$ cat src/rtl/muldiv_ctrl.sv
// HI/LO sequencer for MULT/MULTU/DIV/DIVU/MTHI/MTLO: result write in cycle MUL_CYCLES+1 (mul), 33 (div) or 1 (MTx).
// One op in flight; ready only in IDLE, busy stalls the pipeline; flush aborts and squashes the write pulse.
module muldiv_ctrl #(
  parameter int MUL_CYCLES = 4
) (
  input  logic        clk,
  input  logic        resetn,
  input  logic        op_valid,
  input  logic [2:0]  op,
  input  logic [31:0] src_a,
  input  logic [31:0] src_b,
  input  logic        flush,
  output logic        ready,
  output logic        busy,
  output logic [1:0]  hilo_wen,
  output logic [31:0] hi_wdata,
  output logic [31:0] lo_wdata
);

  typedef enum logic [1:0] {S_IDLE, S_MUL, S_DIV, S_DONE} state_t;

  state_t      state, state_nxt;
  logic        sgn_q;
  logic [31:0] a_q, b_q;
  logic [4:0]  cnt;
  logic [63:0] rq;
  logic [31:0] hi_q, lo_q;
  logic [1:0]  wen_q;

  logic        accept;
  logic [31:0] a_mag_in, b_mag;
  logic [63:0] a_ext, b_ext, prod;
  logic [32:0] cand, trial;
  logic        no_borrow;
  logic [63:0] rq_step;
  logic [31:0] q_fix, r_fix;

  assign accept = op_valid && (state == S_IDLE) && !flush && (op <= 3'd5);

  // Signedness comes from op[0]: MULT/DIV are even encodings.
  assign a_mag_in = (!op[0] && src_a[31]) ? -src_a : src_a;
  assign b_mag    = (sgn_q && b_q[31]) ? -b_q : b_q;

  assign a_ext = {{32{sgn_q & a_q[31]}}, a_q};
  assign b_ext = {{32{sgn_q & b_q[31]}}, b_q};
  assign prod  = a_ext * b_ext;

  // Partial remainder can reach 33 bits after the shift; divisor never exceeds 32.
  assign cand      = {rq[63:32], rq[31]};
  assign trial     = cand - {1'b0, b_mag};
  assign no_borrow = cand[32] | ~trial[32];
  assign rq_step   = no_borrow ? {trial[31:0], rq[30:0], 1'b1}
                               : {cand[31:0],  rq[30:0], 1'b0};

  assign q_fix = (sgn_q && (a_q[31] ^ b_q[31])) ? -rq_step[31:0] : rq_step[31:0];
  assign r_fix = (sgn_q && a_q[31]) ? -rq_step[63:32] : rq_step[63:32];

  always_ff @(posedge clk or negedge resetn) begin
    if (!resetn) state <= S_IDLE;
    else         state <= state_nxt;
  end

  always_comb begin
    state_nxt = state;
    case (state)
      S_IDLE: begin
        if (accept) begin
          if (op[2])      state_nxt = S_DONE;
          else if (op[1]) state_nxt = S_DIV;
          else            state_nxt = S_MUL;
        end
      end
      S_MUL:   if (cnt == 5'd0) state_nxt = S_DONE;
      S_DIV:   if (cnt == 5'd0) state_nxt = S_DONE;
      S_DONE:  state_nxt = S_IDLE;
      default: state_nxt = S_IDLE;
    endcase
    if (flush && state != S_IDLE) state_nxt = S_IDLE;
  end

  always_ff @(posedge clk or negedge resetn) begin
    if (!resetn) begin
      sgn_q <= 1'b0;
      a_q   <= '0;
      b_q   <= '0;
      cnt   <= '0;
      rq    <= '0;
      hi_q  <= '0;
      lo_q  <= '0;
      wen_q <= 2'b00;
    end else begin
      wen_q <= 2'b00;
      case (state)
        S_IDLE: begin
          if (accept) begin
            sgn_q <= ~op[0];
            a_q   <= src_a;
            b_q   <= src_b;
            rq    <= {32'd0, a_mag_in};
            cnt   <= op[1] ? 5'd31 : 5'(MUL_CYCLES - 1);
            if (op == 3'd4) begin
              hi_q  <= src_a;
              wen_q <= 2'b10;
            end else if (op == 3'd5) begin
              lo_q  <= src_a;
              wen_q <= 2'b01;
            end
          end
        end
        S_MUL: begin
          if (cnt != 5'd0) cnt <= cnt - 5'd1;
          else if (!flush) begin
            hi_q  <= prod[63:32];
            lo_q  <= prod[31:0];
            wen_q <= 2'b11;
          end
        end
        S_DIV: begin
          rq <= rq_step;
          if (cnt != 5'd0) cnt <= cnt - 5'd1;
          else if (!flush) begin
            // Divide by zero returns the raw dividend in HI and all-ones in LO.
            hi_q  <= (b_q == 32'd0) ? a_q : r_fix;
            lo_q  <= (b_q == 32'd0) ? 32'hFFFF_FFFF : q_fix;
            wen_q <= 2'b11;
          end
        end
        default: ;
      endcase
    end
  end

  assign ready    = (state == S_IDLE);
  assign busy     = (state != S_IDLE);
  assign hilo_wen = wen_q & {2{~flush}};
  assign hi_wdata = hi_q;
  assign lo_wdata = lo_q;

endmodule

$ cat config.mk
export PLATFORM = sky130hd
export DESIGN_NAME = muldiv_ctrl
export DESIGN_NICKNAME = d
export VERILOG_FILES = /design/src/rtl/muldiv_ctrl.sv
export SDC_FILE = /design/constraint.sdc
export NUM_CORES = 2
export LEC_CHECK = 0
export CAP_MARGIN = 0
export CORE_MARGIN = 2
export CORE_UTILIZATION = 40
export DETAILED_ROUTE_END_ITERATION = 10
export PLACE_DENSITY = 0.66
export SYNTH_ARGS = -nofsm -noshare
export SYNTH_HDL_FRONTEND = slang
export SYNTH_SLANG_ARGS = --single-unit
export TNS_END_PERCENT = 30
$ cat constraint.sdc
create_clock -name clk -period 10.57 [get_ports clk]
set_clock_uncertainty 0.15 [all_clocks]
set_input_delay 1.5855 -clock clk [delete_from_list [all_inputs] [get_ports clk]]
set_output_delay 1.5855 -clock clk [all_outputs]
set_load 0.005 [all_outputs]
# [Yosys cells after proc, flatten, opt, wreduce, memory -nomap -nowiden]
# Cells that the tools add are included.
[word_totals] in_bits=71 elab_cells=106 ff_bits=202 output_inout_bits=68
[op_classes] multipliers=1 n_addsub=6 bitwise=8 eq_ne=16 n_lt_le_gt_ge=1 reduce_logical=25 n_mux=40
[ops] operator="$mux 32" count=19
[ops] operator="$pmux 32 s3" count=2
[ops] operator="$mux 64" count=2
[ops] operator="$neg 32->32" count=4
[ops] operator="$pmux 64 s2" count=1
[ops] operator="$mul 33x33->64" count=1
[ops] operator="$sub 33x32->33" count=1
[ops] operator="$logic_not 32->1" count=1
[ops] operator="$mux 2" count=9
[ops] operator="$mux 5" count=3
[ops] operator="$ne 2x2->1 const B" count=5
[ops] operator="$pmux 5 s2" count=1
[ops] operator="$logic_and 1x1->1" count=8
[ops] operator="$ne 2x1->1 const B" count=4
[ops] operator="$reduce_and 8->1" count=1
[ops] operator="$reduce_and 7->1" count=1
[ops] operator="$eq 3x3->1 const B" count=2
[ops] operator="$ne 3x1->1 const B" count=2
[ops] operator="$pmux 2 s3" count=1
[ops] operator="$reduce_and 2->1" count=3
[ops] operator="$reduce_bool 2->1" count=3
[ops] operator="$logic_not 5->1" count=1
[ops] operator="$reduce_bool 5->1" count=1
[ops] operator="$sub 5x1->5 const B" count=1
[ops] operator="15 further kinds" count=20

# [Longest topological paths before layout]
[depth] depth_word=12 mapped_depth=34 mapped_depth_nobuf=30

# [Worst setup path after synthesis]
# No wires, ideal clock.
[synth_timing] path_type="reg-to-reg" start="reg a_q[31]" end="reg hi_q[29], in the netlist hi_wdata[29]" setup_time_ns=0.127 setup_slack_ns=1.887 stages_incl_launch_ff=31 t_arrival_ns=8.406 t_required_ns=10.293 path_cell_list="dfrtp_1 > clkbuf_1 > and2_0 > clkbuf_1 > clkbuf_1 > nand2_1 > inv_1 > fa_1 > inv_1 > fa_1 > inv_1 > fa_1 > fa_1 > inv_1 > fa_1 > inv_1 > fa_1 > inv_1 > fa_1 > fa_1 > inv_1 > ha_1 > a211oi_1 > o21ai_0 > a221o_1 > a221oi_1 > nand2_1 > a2111oi_0 > nor2_1 > nor3_1 > a21oi_1"
[synth_between] elab_chain_cells=6
[synth_lines] item="start, declared" line="24" rtl="logic [31:0] a_q, b_q;"
[synth_lines] item="start signal, assigned" line="97" rtl="a_q <= src_a;"
[synth_lines] item="branches (longest 5 deep; another with $mul 33x33->64)"
[synth_lines] item="$pmux 32 s3 *" line="93" rtl="case (state)"
[synth_lines] item="end signal, assigned" line="102" rtl="hi_q <= src_a;"
[synth_lines] item="end signal, assigned" line="113" rtl="hi_q <= prod[63:32];"
[synth_lines] item="end signal, assigned" line="123" rtl="hi_q <= (b_q == 32'd0) ? a_q : r_fix;"
[synth_lines] item="end, declared" line="27" rtl="logic [31:0] hi_q, lo_q;"
# Mark *: on every way between the ends. The select of a mux whose other input is x is not followed.
# A chain may end at the register's enable or synchronous reset.

# [Worst setup path in the final report]
[layout_timing] start="reg a_q[15]" end="reg lo_q[31], in the netlist lo_wdata[31]"
[layout_between] elab_chain_cells=4
[layout_lines] item="$mul 33x33->64" line="46" rtl="assign prod = a_ext * b_ext;"
[layout_lines] item="$mux 32" line="112" rtl="else if (!flush) begin"
[layout_lines] item="$mux 32" line="111" rtl="if (cnt != 5'd0) cnt <= cnt - 5'd1;"
[layout_lines] item="$pmux 32 s3" line="93"
[layout_lines] item="end signal, assigned" line="105" rtl="lo_q <= src_a;"
[layout_lines] item="end signal, assigned" line="114" rtl="lo_q <= prod[31:0];"
[layout_lines] item="end signal, assigned" line="124" rtl="lo_q <= (b_q == 32'd0) ? 32'hFFFF_FFFF : q_fix;"
[layout_lines] item="end, declared" line="27"
# Every way passes these cells. The select of a mux whose other input is x is not followed.

==> qor.csv <==
metric,value,unit
cell mode on critical path,fa_1,
Initial DRC Count,3581,
CP max stage cell,dfrtp_2,
Max Slew Vio Count,0,
compound-cell area share of the yosys netlist,0.0961,
"CTS clk-pin slew, worst paths",0.07,ns
Longest Clk Path Bufs,3,
fin util,0.432,
Post-CTS Setup Inserts,0,
M2 GR Usage,0.404,
largest family of logic cells by synthesized area,adder cells,
Ports,139,
Place WS,0.987,ns
Setup crit start kind,flip-flop,
total track usage,0.254,
share of layout cells above drive strength 1,0.0489,
worst slew pin tran,1.26,ns
Final setup viols,0,
core region area,131000,sq um
total of max-cap violations,0,
Max Fclk,103,MHz
H-tree Lvls,1,
post-synthesis xor/xnor area fraction,0.0341,
Routed Wire Length,169000,microns
PortBufs,138,
GP Congestion,0.970,
Simple-Gate Fraction of Synth Area,0.156,
RSZ-0062 raised after global routing,false,
max incr delay on CP,0.92,ns
Sum Neg Setup Slack,0,ns
hold crit path type,reg -> reg,
worst rel slew slack,0.161,
"Avg Cell Area, Syn",8.85,sq um
Tmin final,9.72,ns
cell area after synthesis,52700,sq um
"EDFF count, synth",0,
Resized cells post-CTS,0,
crit end category,flip-flop,
post-route ant nets,0,
initial antenna violation count,8,
vias in the first global route,43300,
drt via density,5.46,
sequential fraction of the synthesis area,0.0959,
final clock period utilization by the worst path,0.919,
"Arr. time, crit path",10.12,ns
CTS Buf Count,24,
root buf cell,clkbuf_16,
WL/cell,22.2,microns
Crit Path Category,reg -> reg,
die area,135000,sq um
Nets,7310,
Async SR Flop Fraction,1.00,
Final Hold Viols,0,
Synth Instances,5958,
routing usage on met1,0.351,
mux contribution to synthesized area,0.0180,
#FFs+latches synth,202,
global-route wire length before repair,264000,microns
worst-path fanout max,24,
largest net degree at the start of global routing,85,
DRC viols,0,
P&R area growth vs syn,7.40,%
Synth cell types,98,
Pre-Repair DR Iteration Count,6,
starting density of the core,0.402,
clk sink count,202,
GR peak layer,met2,
DP Wirelength,136000,microns
syn_nets,7411,
status,"finished, final reports clean",
Main synth FF type,dfrtp_1,
Synth Warn #,0,
Final WS setup,0.851,ns
required time worst endpoint,10.97,ns
GRT Residual Overflow,0,
via count,41600,
CTS tree,done,
Post-Synth Adder-Cell Area,0.488,
hold buffers post-CTS,0,
clock latency on the worst-skew pair,0.62,ns
GR Util met3,0.0466,
Die Height,367,microns
num rows,133,
die width,367,microns
[cells in the final DEF, fill, tap and decap left out, drive strengths merged, types with 11 or more instances in the layout]
cell type	Yosys	layout
mux2	63	63
a21o	58	58
fa	1126	1126
inv	1166	1169
o21a	18	18
or4	21	21
a31oi	29	29
nor3	37	37
clkdlybuf4s50	0	137
a21oi	222	222
nand3	32	32
nor2b	13	13
a221oi	29	29
a311oi	18	18
o31ai	47	47
xnor2	120	120
clkbuf	335	32
o21ai	213	213
mux2i	23	23
nor4	27	27
nand2b	22	22
o211ai	16	16
o41ai	11	11
nand2	929	929
and3	28	28
xor2	85	85
nand4	25	25
and2	358	358
ha	256	256
a211oi	28	28
dfrtp	202	202
nor2	195	195
o21bai	14	14
buf	51	122
or3	16	16
[state kept, by name, indices dropped and copies added (netlist names)]
| name | count |
|---|---|
| hi_wdata | 32 |
| wen_q | 2 |
| lo_wdata | 32 |
| b_q | 32 |
| rq | 64 |
| a_q | 32 |
| sgn_q | 1 |
| cnt | 5 |
| state | 2 |
[routing by layer]
layer	vias to the layer above	wire (microns)
li1	18000	-
met1	21600	70300
met2	1721	77500
met3	295	14800
met4	2	6750
met5	-	13
[kinds of logic (layout without fill, tap and decap cells)]
| group | Yosys count | after routing |
|---|---|---|
| flops | 202 | 202 |
| buf+inv | 1553 | 1468 |
| compound gates | 786 | 786 |
| other cells | 0 | 2 |
| xor+xnor | 205 | 205 |
| simple gates | 1744 | 1744 |
| mux | 86 | 86 |
| fa+ha+maj | 1382 | 1382 |
[synthesized netlist by cell type (14+ instances only)]
cell,number,area [sq um]
mux2i_1,21,210
nor4_1,24,150
a211oi_1,28,210
a21oi_1,218,1090
mux2_2,63,709
a221oi_1,27,236
nand2b_1,22,138
o31ai_1,41,308
nand3_1,32,160
nor3_1,36,180
xnor2_1,120,1050
fa_1,1126,22500
nor2_1,193,724
ha_1,256,3200
a21o_1,58,435
o211ai_1,16,120
a31oi_1,28,175
o21a_1,18,135
and2_1,356,2230
nand4_1,23,144
dfrtp_1,202,5050
inv_1,1165,4370
or4_1,18,135
and3_1,28,175
xor2_1,85,744
o21bai_1,14,105
o21ai_0,191,956
or3_1,16,100
nand2_1,927,3480
clkbuf_1,334,1250
a311oi_1,17,149
buf_1,31,116
o21ai_1,20,100
[worst paths after layout]
kind / cells after the start / startpoint / endpoint / slack [ns]
setup / recovery: 28 / a_q[15]$_DFFE_PN0P_ / lo_wdata[31]$_DFFE_PN0P_ / 0.85
hold / removal: 1 / lo_wdata[1]$_DFFE_PN0P_ / lo_wdata[1]$_DFFE_PN0P_ / 0.33
setup reg to reg: 28 / a_q[15]$_DFFE_PN0P_ / lo_wdata[31]$_DFFE_PN0P_ / 0.85
hold reg to reg: 1 / lo_wdata[1]$_DFFE_PN0P_ / lo_wdata[1]$_DFFE_PN0P_ / 0.33
max in group asynchronous: 3 / resetn / a_q[9]$_DFFE_PN0P_ / 7.05
min in group asynchronous: 1 / resetn / rq[28]$_DFFE_PN0P_ / 0.80
[metrics by stage]
step	hold slack (ns)	std cells	instance area, sq um
after floorplan	0.301	5958	52700
after global placement	0.311	7585	55700
after detailed placement	0.316	7585	55700
after CTS	0.331	7627	56600
after global routing	0.343	7628	56600
final	0.328	7630	56600
[worst max-delay path, delay by kind of cell (launching register included)]
kind            cells  cell delay [ns]
xor+xnor            1             0.45
fa+ha+maj           9             4.37
compound gates      6             1.99
simple gates        6             1.04
buf+inv             6             0.69
flops               1             0.92
[layout make-up]
class / count / area, sq um
antenna: 2 / 5.00
clock buffer: 32 / 691
clock inverter: 10 / 173
fill: 13100 / 74500
inverter: 1167 / 4380
multi-input combinational: 4203 / 41800
sequential: 202 / 5060
tap: 1755 / 2200
timing repair buffer: 259 / 2310
Power is not shown: default switching activity piles up to over one toggle a cycle in this logic, so the estimate is an artifact.
